--- src/rtl/des_key_sched_rev.sv ---
// DES decryption key schedule: PC-1 on start, then K16..K1 via PC-2 with right rotations.
// Latency: K16 valid the cycle after start; one subkey per handshake; done pulses after K1.
module des_key_sched_rev (
   input  logic        clk,
   input  logic        rst,
   input  logic        start,
   input  logic [63:0] key_in,
   output logic        ready,
   output logic        subkey_valid,
   input  logic        subkey_ready,
   output logic [47:0] subkey,
   output logic [4:0]  round,
   output logic        done
);

   typedef enum logic [1:0] {IDLE, RUN, DONE} state_t;

   // Tables hold FIPS 46-3 bit numbers (1 = MSB).
   localparam int PC1_TAB [56] = '{
      57, 49, 41, 33, 25, 17,  9,
       1, 58, 50, 42, 34, 26, 18,
      10,  2, 59, 51, 43, 35, 27,
      19, 11,  3, 60, 52, 44, 36,
      63, 55, 47, 39, 31, 23, 15,
       7, 62, 54, 46, 38, 30, 22,
      14,  6, 61, 53, 45, 37, 29,
      21, 13,  5, 28, 20, 12,  4
   };

   localparam int PC2_TAB [48] = '{
      14, 17, 11, 24,  1,  5,
       3, 28, 15,  6, 21, 10,
      23, 19, 12,  4, 26,  8,
      16,  7, 27, 20, 13,  2,
      41, 52, 31, 37, 47, 55,
      30, 40, 51, 45, 33, 48,
      44, 49, 39, 56, 34, 53,
      46, 42, 50, 36, 29, 32
   };

   function automatic logic [55:0] pc1(input logic [63:0] k);
      logic [55:0] r;
      logic [5:0]  idx;
      r = '0;
      for (int i = 0; i < 56; i++) begin
         idx = 6'(64 - PC1_TAB[i]);
         r[55-i] = k[idx];
      end
      return r;
   endfunction

   function automatic logic [47:0] pc2(input logic [55:0] c);
      logic [47:0] r;
      logic [5:0]  idx;
      r = '0;
      for (int i = 0; i < 48; i++) begin
         idx = 6'(56 - PC2_TAB[i]);
         r[47-i] = c[idx];
      end
      return r;
   endfunction

   // Each 28-bit half rotates independently; nothing crosses between C and D.
   function automatic logic [55:0] rotr(input logic [55:0] c, input logic one);
      logic [27:0] ch, dh;
      ch = c[55:28];
      dh = c[27:0];
      if (one) begin
         ch = {ch[0], ch[27:1]};
         dh = {dh[0], dh[27:1]};
      end else begin
         ch = {ch[1:0], ch[27:2]};
         dh = {dh[1:0], dh[27:2]};
      end
      return {ch, dh};
   endfunction

   state_t      state, state_nxt;
   logic [55:0] cd, cd_nxt;
   logic [4:0]  round_nxt;
   logic        shift_one;

   assign subkey       = pc2(cd);
   assign subkey_valid = (state == RUN);
   assign ready        = (state == IDLE);
   assign done         = (state == DONE);
   assign shift_one    = (round == 5'd1) || (round == 5'd2) ||
                         (round == 5'd9) || (round == 5'd16);

   always_ff @(posedge clk) begin
      if (rst) begin
         state <= IDLE;
         cd    <= '0;
         round <= '0;
      end else begin
         state <= state_nxt;
         cd    <= cd_nxt;
         round <= round_nxt;
      end
   end

   always_comb begin
      state_nxt = state;
      cd_nxt    = cd;
      round_nxt = round;
      case (state)
         IDLE: begin
            if (start) begin
               cd_nxt    = pc1(key_in);
               round_nxt = 5'd16;
               state_nxt = RUN;
            end
         end
         RUN: begin
            if (subkey_ready) begin
               if (round == 5'd1) begin
                  state_nxt = DONE;
               end else begin
                  cd_nxt    = rotr(cd, shift_one);
                  round_nxt = round - 5'd1;
               end
            end
         end
         DONE:    state_nxt = IDLE;
         default: state_nxt = IDLE;
      endcase
   end

endmodule

--- config.mk ---
export PLATFORM = sky130hd
export DESIGN_NAME = des_key_sched_rev
export DESIGN_NICKNAME = d
export VERILOG_FILES = /design/src/rtl/des_key_sched_rev.sv
export SDC_FILE = /design/constraint.sdc
export NUM_CORES = 1
export LEC_CHECK = 0
export ABC_CLOCK_PERIOD_IN_PS = 2200
export BUFFER_PORTS_ARGS = -buffer_cell sky130_fd_sc_hd__buf_2
export CORE_MARGIN = 8
export CORE_UTILIZATION = 47
export CTS_CLUSTER_DIAMETER = 100
export DETAILED_ROUTE_END_ITERATION = 7
export GPL_TIMING_DRIVEN = 0
export PLACE_DENSITY_LB_ADDON = 0.05
export SETUP_SLACK_MARGIN = 0.05
export SLEW_MARGIN = 20
export SYNTH_ARGS = -nofsm -noshare
export SYNTH_HDL_FRONTEND = slang
export SYNTH_SLANG_ARGS = --single-unit
--- constraint.sdc ---
create_clock -name clk -period 2.2 [get_ports clk]
set_clock_uncertainty 0.05 [all_clocks]
set_input_delay 0.33 -clock clk [delete_from_list [all_inputs] [get_ports clk]]
set_output_delay 0.33 -clock clk [all_outputs]
set_load 0.01 [all_outputs]
==> results_dict.tcl <==
set metrics [dict create \
    nNetsFinal 624 \
    vias_per_cell 5.25 \
    crit_slowest_cell "or3_4" \
    worstSkewPairLatency_ns 0.34 \
    synthSimpleGateAreaFrac_pct 16.1 \
    ant_nets 0 \
    clock_path_buffers 2 \
    crit_chain "inv_4 -> ha_4 -> and3b_2 -> a211o_1 -> or3_4 -> buf_4 -> clkbuf_16 -> o221ai_2" \
    drv_cap 0 \
    antenna_found_initial 0 \
    design_area_sq_mm 0.00520 \
    dp_hpwl_mm 7.85 \
    postPlaceCellArea_sq_mm 0.00477 \
    cts_made_buffers 9 \
    synth_area_per_cell_sq_um 9.71 \
    synth_mux_area_share_pct 14.8 \
    post_synth_xor_area_fraction_pct 0 \
    worstMarginPinSlew_ns 0.497 \
    synth-edff-count 0 \
    grt_pass1_wl_mm 17.1 \
    holdWs_ns 0.145 \
    busiest_layer "met2" \
    register_area_sq_mm 0.00127 \
    port_buffers 115 \
    synth_seq_cells 63 \
    critPathMaxFanout 5 \
    crit_arrival_ns 2.40 \
    gp_congestion 0.803 \
    grtUsageMet2_pct 29.2 \
    slowest_delay_ns 0.42 \
    start_kind "register" \
    drc 0 \
    hp-class "input port to register" \
    grt.met3_usage_pct 3.49 \
    gr-total-overflow 0 \
    synth.top_cell.area_share_pct 31.1 \
    post-route-period-util_pct 99.7 \
    num_vias 3488 \
    cts_max_level 3 \
    syn_nets 490 \
    criticalPathCategory "register to register" \
    grtUsageTotal_pct 17.7 \
    dieArea_sq_mm 0.0119 \
    drt_first_pass_iters 4 \
    row_count 34 \
    synth_compound_area_share_pct 20.4 \
    place_inst 641 \
    stdcell_count 665 \
    p_leak_uw 0.00225 \
    synth_ff_type "dfxtp_1" \
    synth_top_family_by_area "compound AO/OA/AOI/OAI gates" \
    p_per_area_mw_per_mm2 654 \
    grt_max_degree 11 \
    drt_iter0_markers 106 \
    core_area_sq_mm 0.00855 \
    critPathCaptureType "register" \
    final_layout_size_suffix_gt1_share_pct 47.2 \
    synthArstFlopShare_pct 0 \
    cts.hold.buffers_added 0 \
    ys_seq_area_share_pct 31.1 \
    rsz0062_at_grt "true" \
    io_pins 124 \
    synthAdderAreaFrac_pct 1.23 \
    power.total_uw 3410 \
    ir_worst_vdd_uv 289 \
    status "complete, no violations" \
    multi_input_area_sq_mm 0.00221 \
    initial_utilization_pct 47.5 \
    cts.sinks 63 \
    wl_per_cell_um 16.0 \
    antennaDiodeCount 0 \
    grt_use_met1_pct 22.4 \
    chipHeight_um 109 \
    root_buffer "clkbuf_8" \
    finalWirelength_mm 10.7 \
    synth.distinct_cells 30 \
    syn_to_final_growth_pct 28.2 \
    synth_most_common_cell "dfxtp_1" \
    synth_top_area_cell "dfxtp_1" \
    yosys-top-cells-area "dfxtp_1 31%, mux2i_1 15%, o221ai_2 14%" \
    hold_viol_final 0 \
    maxSlewHeadroom_pct 66.9 \
    setup_viol 0 \
    clkSlewWorstSetupHoldPaths_ns 0.07 \
    syn_area_sq_mm 0.00406 \
    die_x_um 109 \
    crit_required_ns 2.40 \
    yosysWarningCount 0 \
    min_period_ns 2.19 \
    synth_common_cells "63 x dfxtp_1, 60 x mux2i_1, 48 x buf_4" \
    fill_cells 779 \
    grt_pass1_vias 3599 \
    slew_violations 0 \
    cts_tree "yes" \
    syn_inst 418 \
    timing.fmax_mhz 456 \
]
-- worst paths after layout --
path / slack [ns] / cells past startpoint / start / to
setup / recovery: 0.006 / 8 / round[1] / cd[32]
hold / removal: 0.15 / 3 / key_in[41] / cd[22]
setup reg to reg: 0.006 / 8 / round[1] / cd[32]
hold reg to reg: 0.45 / 1 / round[0] / round[0]
-- where the power goes --
group          internal [uW]  total (uW)  switching [uW]
clock                    550        1010             457
sequential              1240        1350             106
combinational            523        1050             529
-- kinds of logic after synthesis --
| family | Yosys count |
|---|---|
| buffers and inverters | 116 |
| AND/OR/NAND/NOR | 105 |
| AO/OA/AOI/OAI | 70 |
| flip-flops | 63 |
| multiplexers | 60 |
| adder cells (fa/ha/maj) | 4 |
-- layout by cell type, fill, tap and decap left out, types with 13 or more instances in the layout --
cell type	count
buf_2	121
dfxtp_1	61
mux2i_1	58
buf_4	58
o221ai_2	43
nand2b_1	33
inv_1	32
nand4b_1	30
nand2_1	29
clkbuf_1	13
-- stage by stage --
stage          utilization, %  setup slack (ns)  setup TNS (ns)
2_1_floorplan               -            0.0942               0
3_3_place_gp             55.8            -0.165           -1.96
3_5_place_dp             55.8            -0.129           -2.60
4_1_cts                  58.5            0.0392               0
5_1_grt                  60.9           -0.0600          -0.752
6_report                 60.9           0.00629               0
-- routing by layer --
metal / wire [um] / share of wire, % / vias to the layer above
li1: - / - / 1753
met1: 4770 / 45 / 1634
met2: 5170 / 49 / 90
met3: 615 / 5.8 / 11
met4: 108 / 1.0 / 0
met5: 0 / 0 / -
-- flip-flops by register name (all words and copies together) (netlist names) --
register	flops
cd	56
state	2
round	5
-- area by class of cell --
type                            instances  share of cell area (%)
Buffer                                 83                    11.5
Multi-Input combinational cell        239                    42.5
Inverter                               33                    2.43
Clock buffer                           12                    2.79
Timing Repair Buffer                  123                    12.9
Sequential cell                        63                    24.4
Clock inverter                          4                   0.866
Tap cell                              108                    2.60
-- worst max-delay path: cells and delay by family (launching register included) --
| family | cells | cell delay, ns |
|---|---|---|
| simple gates | 2 | 0.67 |
| fa+ha+maj | 1 | 0.15 |
| flops | 1 | 0.37 |
| compound gates | 2 | 0.52 |
| buf+inv | 3 | 0.35 |
-- repair_timing --
action | CTS | global route
cloned | 0 | 2
buffers inserted | 1 | 5
endpoints found under the setup margin | 57 | 58
resized for setup | 14 | 31
pin swaps | 1 | 6
(Power assumes the default switching activity.)
